`src/rtl/alu_share_arbiter_if.sv`:
```
// rtl/alu_share_arbiter_if.sv - requester, ALU and response signal bundle for alu_share_arbiter
interface alu_share_arbiter_if #(
   parameter int WIDTH  = 32,
   parameter int CTRL_W = 4
);
   logic [1:0]        req_valid;
   logic [1:0]        req_ready;
   logic [CTRL_W-1:0] req_op0;
   logic [WIDTH-1:0]  req_a0;
   logic [WIDTH-1:0]  req_b0;
   logic [CTRL_W-1:0] req_op1;
   logic [WIDTH-1:0]  req_a1;
   logic [WIDTH-1:0]  req_b1;
   logic [WIDTH-1:0]  alu_a;
   logic [WIDTH-1:0]  alu_b;
   logic [CTRL_W-1:0] alu_ctrl;
   logic [WIDTH-1:0]  alu_c;
   logic              alu_zero;
   logic [1:0]        rsp_valid;
   logic [1:0]        rsp_ready;
   logic [WIDTH-1:0]  rsp_data;
   logic              rsp_zero;
   logic              rsp_err;
   logic              busy;

   modport master (
      output req_valid, req_op0, req_a0, req_b0, req_op1, req_a1, req_b1,
      output alu_c, alu_zero, rsp_ready,
      input  req_ready, alu_a, alu_b, alu_ctrl,
      input  rsp_valid, rsp_data, rsp_zero, rsp_err, busy
   );

   modport slave (
      input  req_valid, req_op0, req_a0, req_b0, req_op1, req_a1, req_b1,
      input  alu_c, alu_zero, rsp_ready,
      output req_ready, alu_a, alu_b, alu_ctrl,
      output rsp_valid, rsp_data, rsp_zero, rsp_err, busy
   );
endinterface

```
`src/rtl/alu_share_arbiter.sv`:
```
// rtl/alu_share_arbiter.sv - shares one combinational ALU between two requesters
// Grant in IDLE, let the ALU settle in EXEC, hold the captured result in RESP until the owner accepts.
module alu_share_arbiter #(
   parameter int WIDTH  = 32,
   parameter int CTRL_W = 4,
   parameter bit RR_EN  = 1'b1
) (
   input logic               clk,
   input logic               rst_n,
   alu_share_arbiter_if.slave bus
);
   typedef enum logic [1:0] {IDLE, EXEC, RESP} state_t;

   localparam logic [CTRL_W-1:0] OP_BEQ  = CTRL_W'(4'b1001);
   localparam logic [CTRL_W-1:0] OP_BNE  = CTRL_W'(4'b1010);
   localparam logic [CTRL_W-1:0] OP_LAST = CTRL_W'(4'b1010);
   localparam logic [CTRL_W-1:0] OP_NOR  = CTRL_W'(4'b1100);

   state_t            state, state_nxt;
   logic              grant, grant_vld;
   logic              owner, last_grant;
   logic [1:0]        req_ready;
   logic [WIDTH-1:0]  alu_a_q, alu_b_q, rsp_data_q;
   logic [CTRL_W-1:0] alu_ctrl_q;
   logic              rsp_zero_q, rsp_err_q;
   logic              op_ok, op_cmp;

   always_ff @(posedge clk or negedge rst_n) begin
      if (!rst_n) state <= IDLE;
      else        state <= state_nxt;
   end

   always_comb begin
      state_nxt = state;
      grant     = 1'b0;
      grant_vld = 1'b0;
      req_ready = 2'b00;
      case (state)
         IDLE: begin
            if (|bus.req_valid) begin
               grant_vld = 1'b1;
               if (bus.req_valid == 2'b11) grant = RR_EN ? ~last_grant : 1'b0;
               else                        grant = bus.req_valid[1];
               req_ready = grant ? 2'b10 : 2'b01;
               state_nxt = EXEC;
            end
         end
         EXEC:    state_nxt = RESP;
         RESP:    if (bus.rsp_ready[owner]) state_nxt = IDLE;
         default: state_nxt = IDLE;
      endcase
   end

   // The ALU leaves C stale for unknown codes and only drives zero for compares.
   assign op_ok  = (alu_ctrl_q <= OP_LAST) || (alu_ctrl_q == OP_NOR);
   assign op_cmp = (alu_ctrl_q == OP_BEQ) || (alu_ctrl_q == OP_BNE);

   always_ff @(posedge clk or negedge rst_n) begin
      if (!rst_n) begin
         alu_a_q    <= '0;
         alu_b_q    <= '0;
         alu_ctrl_q <= '0;
         rsp_data_q <= '0;
         rsp_zero_q <= 1'b0;
         rsp_err_q  <= 1'b0;
         owner      <= 1'b0;
         last_grant <= 1'b1;
      end else begin
         if (state == IDLE && grant_vld) begin
            alu_ctrl_q <= grant ? bus.req_op1 : bus.req_op0;
            alu_a_q    <= grant ? bus.req_a1  : bus.req_a0;
            alu_b_q    <= grant ? bus.req_b1  : bus.req_b0;
            owner      <= grant;
            last_grant <= grant;
         end
         if (state == EXEC) begin
            rsp_data_q <= op_ok ? bus.alu_c : '0;
            rsp_zero_q <= op_ok && op_cmp && bus.alu_zero;
            rsp_err_q  <= !op_ok;
         end
      end
   end

   assign bus.req_ready = req_ready;
   assign bus.alu_a     = alu_a_q;
   assign bus.alu_b     = alu_b_q;
   assign bus.alu_ctrl  = alu_ctrl_q;
   assign bus.rsp_valid = (state == RESP) ? (owner ? 2'b10 : 2'b01) : 2'b00;
   assign bus.rsp_data  = rsp_data_q;
   assign bus.rsp_zero  = rsp_zero_q;
   assign bus.rsp_err   = rsp_err_q;
   assign bus.busy      = (state != IDLE);
endmodule

```
`src/flat_wrapper.sv`:
```
// flat-port wrapper written by rule: the top's interface ports become plain ports
module alu_share_arbiter_flat 
#(
   parameter int WIDTH  = 32,
   parameter int CTRL_W = 4,
   parameter bit RR_EN  = 1'b1
)
  (clk, rst_n, bus_req_valid, bus_req_op0, bus_req_a0, bus_req_b0, bus_req_op1, bus_req_a1, bus_req_b1, bus_alu_c, bus_alu_zero, bus_rsp_ready, bus_req_ready, bus_alu_a, bus_alu_b, bus_alu_ctrl, bus_rsp_valid, bus_rsp_data, bus_rsp_zero, bus_rsp_err, bus_busy);
  alu_share_arbiter_if #(.WIDTH(WIDTH), .CTRL_W(CTRL_W)) bus_i ();
  input logic clk;
  input logic rst_n;
  input wire logic [$bits(bus_i.req_valid)-1:0] bus_req_valid;
  input wire logic [$bits(bus_i.req_op0)-1:0] bus_req_op0;
  input wire logic [$bits(bus_i.req_a0)-1:0] bus_req_a0;
  input wire logic [$bits(bus_i.req_b0)-1:0] bus_req_b0;
  input wire logic [$bits(bus_i.req_op1)-1:0] bus_req_op1;
  input wire logic [$bits(bus_i.req_a1)-1:0] bus_req_a1;
  input wire logic [$bits(bus_i.req_b1)-1:0] bus_req_b1;
  input wire logic [$bits(bus_i.alu_c)-1:0] bus_alu_c;
  input wire logic [$bits(bus_i.alu_zero)-1:0] bus_alu_zero;
  input wire logic [$bits(bus_i.rsp_ready)-1:0] bus_rsp_ready;
  output wire logic [$bits(bus_i.req_ready)-1:0] bus_req_ready;
  output wire logic [$bits(bus_i.alu_a)-1:0] bus_alu_a;
  output wire logic [$bits(bus_i.alu_b)-1:0] bus_alu_b;
  output wire logic [$bits(bus_i.alu_ctrl)-1:0] bus_alu_ctrl;
  output wire logic [$bits(bus_i.rsp_valid)-1:0] bus_rsp_valid;
  output wire logic [$bits(bus_i.rsp_data)-1:0] bus_rsp_data;
  output wire logic [$bits(bus_i.rsp_zero)-1:0] bus_rsp_zero;
  output wire logic [$bits(bus_i.rsp_err)-1:0] bus_rsp_err;
  output wire logic [$bits(bus_i.busy)-1:0] bus_busy;
  assign bus_i.req_valid = bus_req_valid;
  assign bus_i.req_op0 = bus_req_op0;
  assign bus_i.req_a0 = bus_req_a0;
  assign bus_i.req_b0 = bus_req_b0;
  assign bus_i.req_op1 = bus_req_op1;
  assign bus_i.req_a1 = bus_req_a1;
  assign bus_i.req_b1 = bus_req_b1;
  assign bus_i.alu_c = bus_alu_c;
  assign bus_i.alu_zero = bus_alu_zero;
  assign bus_i.rsp_ready = bus_rsp_ready;
  assign bus_req_ready = bus_i.req_ready;
  assign bus_alu_a = bus_i.alu_a;
  assign bus_alu_b = bus_i.alu_b;
  assign bus_alu_ctrl = bus_i.alu_ctrl;
  assign bus_rsp_valid = bus_i.rsp_valid;
  assign bus_rsp_data = bus_i.rsp_data;
  assign bus_rsp_zero = bus_i.rsp_zero;
  assign bus_rsp_err = bus_i.rsp_err;
  assign bus_busy = bus_i.busy;
  alu_share_arbiter #(.WIDTH(WIDTH), .CTRL_W(CTRL_W), .RR_EN(RR_EN)) u_core (.clk(clk), .rst_n(rst_n), .bus(bus_i));
endmodule
```
`config.mk`:
```
export PLATFORM = sky130hd
export DESIGN_NAME = alu_share_arbiter_flat
export DESIGN_NICKNAME = d
export VERILOG_FILES = /design/src/rtl/alu_share_arbiter_if.sv /design/src/rtl/alu_share_arbiter.sv /design/src/flat_wrapper.sv
export SDC_FILE = /design/constraint.sdc
export NUM_CORES = 1
export LEC_CHECK = 0
export BUFFER_PORTS_ARGS = -buffer_cell sky130_fd_sc_hd__buf_2
export CAP_MARGIN = 20
export CELL_PAD_IN_SITES_DETAIL_PLACEMENT = 1
export CELL_PAD_IN_SITES_GLOBAL_PLACEMENT = 2
export CORE_UTILIZATION = 26
export DETAILED_ROUTE_END_ITERATION = 10
export GPL_TIMING_DRIVEN = 1
export HOLD_SLACK_MARGIN = 0.06
export PLACE_DENSITY = 0.81
export SYNTH_ARGS = -nofsm -noshare
export SYNTH_HDL_FRONTEND = slang
export SYNTH_SLANG_ARGS = --single-unit
```
`constraint.sdc`:
```
create_clock -name clk -period 1.9 [get_ports clk]
set_input_delay 0.285 -clock clk [delete_from_list [all_inputs] [get_ports clk]]
set_output_delay 0.285 -clock clk [all_outputs]
set_load 0.03 [all_outputs]
```
Word-level counts from Yosys, hierarchy flattened
Index checks and enable logic that the tools add are counted.
{ "op_classes": {"n_div": 0, "shifts": 0, "multipliers": 0, "eq_ne": 8, "bitwise": 1, "reduce_logical": 10, "mux": 21, "n_addsub": 0, "magnitude_cmp": 2} }
{ "ops": {"columns": ["operator", "count"], "rows": [
  ["2-to-1 mux 32 bit", 3],
  ["2-to-1 mux 2 bit", 7],
  ["equality test 4 bit (second input constant)", 3],
  ["2-to-1 mux 1 bit", 9],
  ["one-hot mux 2 bit (3 select lines)", 1],
  ["equality test 2 bit (second input constant)", 2],
  ["less-or-equal comparator 4 bit (second input constant)", 1],
  ["2-to-1 mux 4 bit", 1],
  ["!= test 2 x 1 -> 1 bit (second input constant)", 2],
  ["logical AND 1 bit", 3],
  ["equality test 2 x 1 -> 1 bit (second input constant)", 1],
  ["logical NOT 2 bit", 1],
  ["logical OR 1 bit", 2],
  ["less-than comparator 1 x 2 -> 1 bit (second input constant)", 1],
  ["AND reduction 2 bit", 1],
  ["nonzero test 2 bit", 1],
  ["OR reduction 2 bit", 1],
  ["logical NOT 1 bit", 1],
  ["NOT 1 bit", 1]
]} }
{ "totals": {"ramBits": 0, "latch_bits": 0, "romBits": 0, "regBits": 106, "output_inout_bits": 107, "n_memories": 0} }

Longest topological paths before layout
{ "depth": {"word_depth": 7, "mapped_depth": 7, "depth_no_buf": 4} }

Least setup slack after synthesis
No wires, ideal clock.
{ "synth_timing": {"kind": "reg-to-output", "startpoint": "reg u_core.state[1]", "endpoint": "out bus_req_ready[1]", "path_slack_ns": 0.253, "stages_incl_launch_ff": 6, "required_ns": 1.615, "arrival_time_ns": 1.362, "path_cell_list": "dfrtp_1 a211oi_2 and2_1 buf_2 buf_4 buf_4"} }
{ "synth_via": {"elab_chain_cells": 2} }
{ "synth_rtl": {"columns": ["element", "line", "source"], "rows": [
  ["start, declared", "alu_share_arbiter.sv:19", "state_t state, state_nxt;"],
  ["start signal, assigned", "alu_share_arbiter.sv:30", "else state <= state_nxt;"],
  ["logical NOT 2 bit", "alu_share_arbiter.sv:38", "case (state)"],
  ["2-to-1 mux 2 bit", "alu_share_arbiter.sv:38", null],
  ["end, declared", "flat_wrapper.sv:22", "output wire logic [$bits(bus_i.req_ready)-1:0] bus_req_ready;"]
]} }
No other way between the ends.

Final worst setup path
Ends and elaborated chain as after synthesis.

==> impl_metrics.toml <==
[flow_run]
maxCapViolations = 0

[logic_synthesis]
syn_area_um2 = 5030
syn_inst = 444
synth-async-reset-ratio_pct = 100
ys_seq_elements = 106
avgSynthCellArea_um2 = 11.3
yosysWarnings = 0
synth_ff_type = "dfrtp_1"
synth_seq_area_share_pct = 52.7
synth_fp_nets = 619
yosysUniqueCellTypes = 31
synth_edf_count = 0

[detailed_routing]
vias = 5066
drc = 0
viasPerCell = 5.24
first_pass_iters = 6
drt_iter0_drc = 255
ant_nets = 0
routed_wl_um = 19200
route.detailed.wl_per_inst_um = 19.9

[clock_tree]
cts_tree = "built"
clockBufferDepth = 2
post_cts_buffers = 0
cts_sinks = 106
root_buffer = "clkbuf_16"
clk_pin_slew_ns = 0.09
insertion_delay_ns = 0.36
htree_levels = 3
cts_made_buffers = 9

[critical_path]
slowest_stage = "dfrtp_2"
crit-reg2reg-capture = "u_core.bus.alu_a[23]"
arrival_ns = 1.53
crit_type = "register to output pin"
slowest_delay_ns = 0.47
path_delay_family = "flip-flops"
start_kind = "register"
cp-end-kind = "output pin"
r2r-start = "u_core.state[1]"
r2r_setup_slack_ns = 0.20
cp_num_buf_inv = 1
crit_path_cell_trace = "a211oi_4 -> and2_4 -> buf_2"
crit_required_ns = 1.62
rr_worst_depth = 5
critPathMaxFanout = 5

[outcome]
status = "finished, final reports clean"

[sta]
fin_skew_ns = 0.00999
max_slew.worst_pin.slew_ns = 0.722
fin_ws_ns = 0.0838
finalHoldViolCount = 0
fin_crit_ns = 1.82
fmax_mhz = 551
slew_headroom_pct = 51.8
min_period_over_period_pct = 95.6
rsz0062_at_grt = "no"
tns_ns = 0
slew_viol_final = 0
finalSetupViolCount = 0

[global_route]
antenna_found_initial = 3
grt_pass1_wl_um = 30100
first_global_vias = 5557
grt_start_max_net_pins = 44
overflow = 0
grt_usage_pct = 19.4

[placement]
dp_slack_ns = 0.0511
hpwl_um = 13700
placedCellCount = 945
placed_cell_area_um2 = 6640
place.gp.congestion = 0.756
port_buffers = 281

[cells_and_area]
nNetsFinal = 873
fin_cells = 966
syn2layout_area_growth_pct = 38.7
finalInstanceArea_um2 = 6980
nFillCells = 2175
drive_gt1_share_pct = 47.9

[floorplan]
fp.coreArea_um2 = 18800
start_util_pct = 26.7
rows = 50
die_w_um = 141
die_area_um2 = 19900
ios = 282
die_y_um = 141

[pwr]
vdd_drop_max_uv = 588
p_leak_uw = 0.00330
p_per_area_nw_per_um2 = 1960

[worst_hold_path]
holdPathEnd = "u_core.bus.rsp_data[30]"
hold_path_depth = 2
hp-start = "bus_alu_c[30]"
hold_path_class = "primary input to register"
## cell usage in the layout, fill, tap and decap left out
cell type      netlist  final
a211oi_4             0      1
a21oi_4              1      2
o221ai_1             5      5
nand2_1              4      4
diode_2              0      3
buf_2               22    280
a22o_1              32     32
dfrtp_1            105    104
xnor2_1              1      1
inv_6                0      3
nand2b_1             3      2
clkinv_4             0      1
nor2_1               3      3
and2_4               0      1
nand2b_2             0      1
buf_4                9     17
buf_12               0      3
a32oi_1             54     54
clkbuf_16            0      9
dlygate4sd3_1        0      1
inv_1               17     17
or2_2                0      1
nor2_4               0      1
mux2_2               1      1
inv_8                0      1
maj3_1               1      1
and3_1               1      1
a21oi_1             56     56
nand2_2              1      1
dfstp_2              1      1
o41ai_1              1      1
o221ai_2             9      9
o2bb2ai_1           54     54
clkinv_8             0      2
dfrtp_2              0      1
o21ai_0              2      2
nor3b_2              0      1
nand3_1             28     28
## worst max path at each step
stage	start	to	slack (ns)	cells past startpoint
final	u_core.state[1]	bus_req_ready[1]	0.08	3
after global routing	u_core.state[1]	bus_req_ready[1]	0.01	3
after CTS	u_core.state[1]	bus_req_ready[1]	0.007	3
after detailed placement	u_core.bus.alu_ctrl[2]	u_core.bus.rsp_data[3]	0.05	3
after global placement	u_core.bus.alu_ctrl[1]	u_core.bus.rsp_data[18]	0.13	3
after floorplan	u_core.state[1]	bus_req_ready[1]	0.25	5
## routing by layer
| metal | vias to the layer above | part of all wire (%) | routed length, µm | global-route usage (%) |
|---|---|---|---|---|
| li1 | 2268 | - | - | - |
| met1 | 2565 | 42 | 8000 | 23.2 |
| met2 | 204 | 50 | 9590 | 33.3 |
| met3 | 29 | 6.0 | 1150 | 4.04 |
| met4 | 0 | 2.3 | 437 | 9.04 |
| met5 | - | 0 | 0 | 0 |
## synthesized netlist by cell type (all sizes together) (2+ instances only)
library cell / instances / area [µm²]
a21oi: 57 / 297
a22o: 32 / 280
a32oi: 54 / 473
buf: 41 / 260
clkbuf: 18 / 67.6
dfrtp: 105 / 2630
inv: 17 / 63.8
nand2: 5 / 21.3
nand2b: 3 / 18.8
nand3: 28 / 140
nor2: 4 / 17.5
o21ai: 2 / 10.0
o221ai: 14 / 179
o2bb2ai: 54 / 473
## cell families (layout without fill, tap and decap cells)
kind of cell    after synthesis  in the layout  share of synthesized area [%]
simple gates                 44             44                           4.45
mux                           1              1                          0.224
other cells                   0              3                              0
fa+ha+maj                     1              1                          0.199
xor+xnor                      1              1                          0.174
flops                       106            106                           52.7
buf+inv                      76            334                           7.78
compound gates              215            216                           34.4
## sequential cells by signal, indices dropped and copies added, names as in the netlist
signal and count:
u_core.bus.rsp_data 32, u_core.bus.rsp_err 1, u_core.bus.alu_b 32, u_core.owner 1, u_core.state 2, u_core.bus.alu_a 32
u_core.bus.rsp_zero 1, u_core.bus.alu_ctrl 4, u_core.last_grant 1
## power breakdown
part           total (µW)  switching (µW)  internal (µW)  leakage, µW
Sequential           4130             741           3390      0.00130
Combinational        7600            5110           2490      0.00185
Clock                1930             985            941     0.000148
## area by class of cell
type | instances | area [µm²] | area share [%]
clock buffer | 9 | 225 | 3.23
tap | 260 | 325 | 4.66
clock inverter | 7 | 78.8 | 1.13
timing repair buffer | 301 | 1600 | 22.9
antenna | 3 | 7.51 | 0.108
sequential | 106 | 2660 | 38.0
inverter | 17 | 63.8 | 0.914
multi-input combinational | 263 | 2030 | 29.0
## metrics by stage
stage	hold slack (ns)	utilization (%)	power (µW)
floorplan	-0.0106	-	9420
global placement	0.262	35.3	11500
detailed placement	0.268	35.3	11800
CTS	0.120	36.9	13700
global route	0.130	37.1	14500
finish	0.136	37.1	13700
## repair_timing
action	CTS	global route
endpoints found under the hold margin	29	0
pin swaps	0	1
resized for setup	1	2
setup endpoints to repair	1	33
cloned	0	1
hold buffers	1	0
No activity file was read; power rests on OpenSTA's default activity.
